<file path="src/rtl/axis_output_pipe.sv">
// Width-down serializer from the conv-engine result stream to the S2MM DMA stream.
// Optional OUTPUT_PIPE_TKEEP_EN adds s_axis_tkeep and trims trailing empty sub-beats on tlast.
module axis_output_pipe #(
    parameter int WORD_WIDTH  = 8,
    parameter int S_WORDS     = 32,
    parameter int M_WORDS     = 8,
    parameter int TUSER_WIDTH = 8,
    parameter int I_IS_CONFIG = 3
) (
    input  logic                              aclk,
    input  logic                              areset,
    output logic                              s_axis_tready,
    input  logic                              s_axis_tvalid,
    input  logic                              s_axis_tlast,
    input  logic [S_WORDS*WORD_WIDTH-1:0]     s_axis_tdata,
    input  logic [TUSER_WIDTH-1:0]            s_axis_tuser,
`ifdef OUTPUT_PIPE_TKEEP_EN
    input  logic [S_WORDS*WORD_WIDTH/8-1:0]   s_axis_tkeep,
`endif
    input  logic                              m_axis_tready,
    output logic                              m_axis_tvalid,
    output logic                              m_axis_tlast,
    output logic [M_WORDS*WORD_WIDTH-1:0]     m_axis_tdata,
    output logic [M_WORDS*WORD_WIDTH/8-1:0]   m_axis_tkeep
);

    localparam int RATIO  = S_WORDS / M_WORDS;
    localparam int CNT_W  = (RATIO > 1) ? $clog2(RATIO) : 1;
    localparam int S_BITS = S_WORDS * WORD_WIDTH;
    localparam int M_BITS = M_WORDS * WORD_WIDTH;
    localparam int M_KEEP = M_BITS / 8;

    localparam logic [0:0] EMPTY = 1'b0;
    localparam logic [0:0] DRAIN = 1'b1;

    localparam logic [CNT_W-1:0] LAST_FULL = CNT_W'(RATIO - 1);

    logic [0:0]        state_r;
    logic [CNT_W-1:0]  cnt_r;
    logic [CNT_W-1:0]  last_idx_r;
    logic [S_BITS-1:0] hold_data_r;
    logic              hold_last_r;

    logic              is_config_s;
    logic              final_beat_s;
    logic              in_hs_s;
    logic              out_hs_s;
    logic [CNT_W-1:0]  load_last_idx_s;
    logic [M_BITS-1:0] data_slices_s [RATIO];
    logic              unused_tuser_s;

    assign unused_tuser_s = ^s_axis_tuser;
    assign is_config_s    = s_axis_tuser[I_IS_CONFIG];
    assign final_beat_s   = (cnt_r == last_idx_r);
    assign s_axis_tready  = !areset && ((state_r == EMPTY) || (m_axis_tready && final_beat_s));
    assign in_hs_s        = s_axis_tvalid && s_axis_tready;
    assign out_hs_s       = (state_r == DRAIN) && m_axis_tready;

    for (genvar g = 0; g < RATIO; g++) begin : g_slice
        assign data_slices_s[g] = hold_data_r[g*M_BITS +: M_BITS];
    end

`ifdef OUTPUT_PIPE_TKEEP_EN
    localparam int S_KEEP = S_BITS / 8;

    logic [S_KEEP-1:0] hold_keep_r;
    logic [M_KEEP-1:0] keep_slices_s [RATIO];

    for (genvar g = 0; g < RATIO; g++) begin : g_keep_slice
        assign keep_slices_s[g] = hold_keep_r[g*M_KEEP +: M_KEEP];
    end

    // Highest sub-beat carrying any enabled byte; all-empty beats still emit slice 0.
    function automatic logic [CNT_W-1:0] calc_last_idx(input logic [S_KEEP-1:0] keep);
        logic [CNT_W-1:0] idx;
        idx = {CNT_W{1'b0}};
        for (int k = 0; k < RATIO; k++) begin
            if (|keep[k*M_KEEP +: M_KEEP]) begin
                idx = CNT_W'(k);
            end else begin
                idx = idx;
            end
        end
        return idx;
    endfunction

    // Trim only the final beat of a packet; mid-packet beats always send every slice.
    always_comb begin
        load_last_idx_s = LAST_FULL;
        if (s_axis_tlast) begin
            load_last_idx_s = calc_last_idx(s_axis_tkeep);
        end else begin
            load_last_idx_s = LAST_FULL;
        end
    end

    // Byte-enable holding register, loaded alongside the data.
    always_ff @(posedge aclk) begin
        if (areset) begin
            hold_keep_r <= {S_KEEP{1'b0}};
        end else if (in_hs_s && !is_config_s) begin
            hold_keep_r <= s_axis_tkeep;
        end else begin
            hold_keep_r <= hold_keep_r;
        end
    end

    // Output byte enables follow the current slice of the held keep.
    always_comb begin
        m_axis_tkeep = keep_slices_s[cnt_r];
    end
`else
    // Without input keep every emitted sub-beat is full.
    always_comb begin
        load_last_idx_s = LAST_FULL;
        if (state_r == DRAIN) begin
            m_axis_tkeep = {M_KEEP{1'b1}};
        end else begin
            m_axis_tkeep = {M_KEEP{1'b0}};
        end
    end
`endif

    // Control and data holding state; a new load wins over the end of the current drain.
    always_ff @(posedge aclk) begin
        if (areset) begin
            state_r     <= EMPTY;
            cnt_r       <= {CNT_W{1'b0}};
            last_idx_r  <= {CNT_W{1'b0}};
            hold_data_r <= {S_BITS{1'b0}};
            hold_last_r <= 1'b0;
        end else if (in_hs_s && !is_config_s) begin
            state_r     <= DRAIN;
            cnt_r       <= {CNT_W{1'b0}};
            last_idx_r  <= load_last_idx_s;
            hold_data_r <= s_axis_tdata;
            hold_last_r <= s_axis_tlast;
        end else if (in_hs_s) begin
            state_r     <= EMPTY;
            cnt_r       <= {CNT_W{1'b0}};
        end else if (out_hs_s) begin
            if (final_beat_s) begin
                state_r <= EMPTY;
                cnt_r   <= {CNT_W{1'b0}};
            end else begin
                cnt_r   <= cnt_r + CNT_W'(1'b1);
            end
        end else begin
            state_r <= state_r;
            cnt_r   <= cnt_r;
        end
    end

    // Output beat is a pure function of registered state.
    always_comb begin
        m_axis_tvalid = (state_r == DRAIN);
        m_axis_tdata  = data_slices_s[cnt_r];
        if (state_r == DRAIN) begin
            m_axis_tlast = hold_last_r && final_beat_s;
        end else begin
            m_axis_tlast = 1'b0;
        end
    end

endmodule

</file>
<file path="config.mk">
export PLATFORM = sky130hd
export DESIGN_NAME = axis_output_pipe
export DESIGN_NICKNAME = d
export VERILOG_FILES = /design/src/rtl/axis_output_pipe.sv
export SDC_FILE = /design/constraint.sdc
export NUM_CORES = 1
export LEC_CHECK = 0
export CORE_MARGIN = 1.5
export CORE_UTILIZATION = 40
export CTS_BUF_LIST = sky130_fd_sc_hd__clkbuf_8
export DETAILED_ROUTE_END_ITERATION = 8
export PLACE_DENSITY = 0.82
export SKIP_CTS_REPAIR_TIMING = 1
export SLEW_MARGIN = 10
export SYNTH_ARGS = -nofsm -noshare
export SYNTH_HDL_FRONTEND = slang
export SYNTH_SLANG_ARGS = --single-unit
</file>
<file path="constraint.sdc">
create_clock -name aclk -period 2.1 [get_ports aclk]
set_input_delay 0.315 -clock aclk [delete_from_list [all_inputs] [get_ports aclk]]
set_output_delay 0.315 -clock aclk [all_outputs]
set_load 0.01 [all_outputs]
</file>
==> run_results.csv <==
group,metric,value,unit
timing,timing.final.ws_setup,-0.1432,ns
critical_path,arrival,1.93,ns
final_layout,synthToLayoutAreaGrowth,44.31,%
clocking,clock_latency,0.53,ns
critical_path,worstPathMaxFanout,6,
run_status,outcome,"finished with violations",
critical_path,setup.worst_path.start_class,"register",
pwr,power.share.switching,0.2410,
yosys,syn-mean-instance-area,8.770,um2
grt,grt-ovfl-total,0,
timing,timing.fmax,0.4458,GHz
grt,grt_usage,0.2116,
placement,place_area,14350,um2
yosys,yosys.cell_types.count,27,
pwr,clockPowerShare,0.389,
pwr,fin_total_pwr,0.01113,W
die,initial_core_util,0.4108,
yosys,synth_sequential_area_ratio,0.4840,
route,initialDrtViolationCount,634,
pwr,combinationalPowerShare,0.134,
timing,final_hold_viol_count,0,
timing,final.period_utilization,1.068,
placement,io_buffer_count,336,
timing,final_setup_tns,-6.381,ns
yosys,yosys_warnings,0,
final_layout,share_of_cells_above_drive_strength_1,0.1618,
min_path,min_path_type,"in -> reg",
final_layout,fin_nets,1826,
route,drt-wirelength-per-cell,17.03,um
route,drc,0,
pwr,p_leak,5.987,nW
yosys,post-synth-top-area-fraction,0.4840,
timing,worst-slew-pin-transition,0.7645,ns
die,floorplan.io_pins,344,
pwr,cellPowerDensity,714.5,nW/um2
yosys,yosys.area.top_type,"dfxtp_1",
die,core_region_area,26280,um2
final_layout,area_of_all_placed_cells_without_fillers,15580,um2
run_status,failed_checks,"setup timing",
pwr,p_seq_frac,0.477,
min_path,timing.hold.worst_path_depth,3,
clocking,clock_path_buffers,3,
critical_path,criticalPathCategory,"reg -> out",
clocking,clock_tree_from_tritoncts,"done",
yosys,synth_area_leaders,"dfxtp_1, nand2_1, mux4_2, a21oi_1, buf_6",
timing,setup_viol_count_final,65,
timing,rsz0062_at_grt,"true",
die,placementRows,59,
yosys,postSynthNetCount,1500,
route,antenna_violating_nets_post_route,0,
placement,post-place-cells,1822,
final_layout,stdcell_count,1918,
clocking,clk_pin_slew,0.06,ns
yosys,synth_area,10800,um2
die,die-height,167.3,um
placement,hpwlAfterDp,21.10,mm
route,route.vias.total,9848,
timing,timing.final.max_slew_violations,0,
timing,final.min_clock_period,2.243,ns
route,drt_pre_antenna_iters,5,
job,max_cap_viol_count,0,
timing,worst_slew_margin_rel,0.4903,
route,vias_per_cell,5.135,
final_layout,fillers,2149,
die,die-width,167.3,um
critical_path,setup.worst_path.end_class,"primary output",
clocking,cts_buffers,44,
timing,fin_skew,0.01427,ns
placement,finalWeightedCongestion,0.8438,
critical_path,r2r_cells,8,
grt,first_global_vias,9728,
grt,grt_pass1_wl,48.17,mm
die,floorplan.die_area,27980,um2
yosys,netlist_instances,1231,
pwr,worst_ir_drop_on_vdd,0.0005223,V
pwr,p_int,0.008449,W
clocking,cts_root_buffer_type,"clkbuf_8",
route,route.final.wire_length,32.66,mm
yosys,yosys_register_bits,261,
grt,antenna_found_initial,1,
pwr,power.net_switching,0.002683,W
clocking,cts_sinks,261,
critical_path,critPathRequiredTime,1.78,ns
clocking,cts_max_level,2,
grt,grt_start_max_net_pins,147,
[state kept, by name, indices dropped and copies added (netlist names)]
register       count
cnt_r              2
hold_data_r      256
hold_last_r        1
last_idx_r         1
m_axis_tvalid      1
[worst paths after layout]
kind / startpoint / endpoint / slack [ns]
min reg2reg: hold_data_r[208]$_SDFFE_PP0P_ / hold_data_r[208]$_SDFFE_PP0P_ / 0.45
min: s_axis_tdata[196] / hold_data_r[196]$_SDFFE_PP0P_ / 0.32
max: cnt_r[0]$_SDFFE_PP0P_ / m_axis_tdata[53] / -0.14
max reg2reg: cnt_r[0]$_SDFFE_PP0P_ / hold_data_r[107]$_SDFFE_PP0P_ / 0.02
[Yosys cell counts, drive strengths merged]
cell,count
o21ai,1
nor2b,1
xor2,1
nor4b,1
nand2b,1
clkbuf,36
a211oi,1
or3,1
dfxtp,261
inv,1
a21oi,261
nand2,516
o31ai,1
nor2,4
nand3,2
and4,1
mux4,64
buf,74
mux2i,1
nor3b,1
o31a,1
[stage by stage]
| step | hold WS (ns) | util | setup WS (ns) |
|---|---|---|---|
| floorplan | 0.4125 | - | 0.1477 |
| global placement | 0.4386 | 0.5462 | -0.1900 |
| detailed placement | 0.4454 | 0.5462 | -0.1729 |
| CTS | 0.2995 | 0.5780 | -0.5532 |
| global route | 0.3046 | 0.5928 | -0.2194 |
| finish | 0.3223 | 0.5928 | -0.1432 |
[cells in the final DEF (no fill, tap or decap)]
cell type and count:
o21ai_0 1, mux4_2 64, nor3b_1 1, clkbuf_8 55
buf_12 14, buf_4 16, buf_6 21, xor2_1 1
and4_1 1, nor2b_1 1, clkinvlp_4 1, dfxtp_2 1
nand2b_1 1, clkdlybuf4s50_1 269, buf_2 1, nor4b_4 1
a21oi_2 14, o31a_4 1, dfxtp_4 2, dfxtp_1 258
clkbuf_2 32, nand2_2 13, a211oi_1 1, nor2_1 4
buf_16 5, o31ai_4 1, mux2i_1 1, nand2_1 503
bufinv_16 1, diode_2 1, dlymetal6s2s_1 19, or3_4 1
buf_8 3, nand3_1 2, inv_1 16, a21oi_1 247
clkbuf_16 9
[cell type report]
cell class / count / area, um2 / area share
clock buffer: 54 / 743.2 / 0.04771
antenna: 1 / 2.502 / 0.0001606
multi-input combinational: 859 / 4928 / 0.3164
sequential: 261 / 5234 / 0.3360
inverter: 1 / 3.754 / 0.0002409
tap: 335 / 419.2 / 0.02691
clock inverter: 17 / 93.84 / 0.006024
timing repair buffer: 390 / 4154 / 0.2666
[power by group through the flow]
stage                     clock network [W]  registers (W)  logic, W
after floorplan                           0        0.00538  0.000695
after global placement                    0        0.00539   0.00144
after detailed placement                  0        0.00541   0.00146
after CTS                           0.00443        0.00531   0.00146
after global routing                0.00466        0.00533   0.00161
final                               0.00433        0.00531   0.00149
[per-layer routing]
| metal | GRT usage | vias to the layer above | wire [um] |
|---|---|---|---|
| li1 | - | 4754 | - |
| met1 | 0.2541 | 4659 | 13170 |
| met2 | 0.3670 | 359 | 16400 |
| met3 | 0.04349 | 76 | 1877 |
| met4 | 0.09166 | 0 | 1213 |
| met5 | 0 | - | 0 |
[cells by family after synthesis]
logic type	count (synthesis)	share of synthesized area
muxes	65	0.1344
xor gates and xnor gates	1	0.0008115
and+or+nand+nor	528	0.1895
buffers and inverters	111	0.06282
AOI/OAI and AO/OA	265	0.1284
DFF	261	0.4840
[critical path: stages, from the launching register on]
cell     delay [ns]
dfxtp_4        0.37
buf_12         0.16
buf_12         0.13
buf_6          0.09
mux4_2         0.49
buf_6          0.14
No activity file was read; power rests on OpenSTA's default activity.
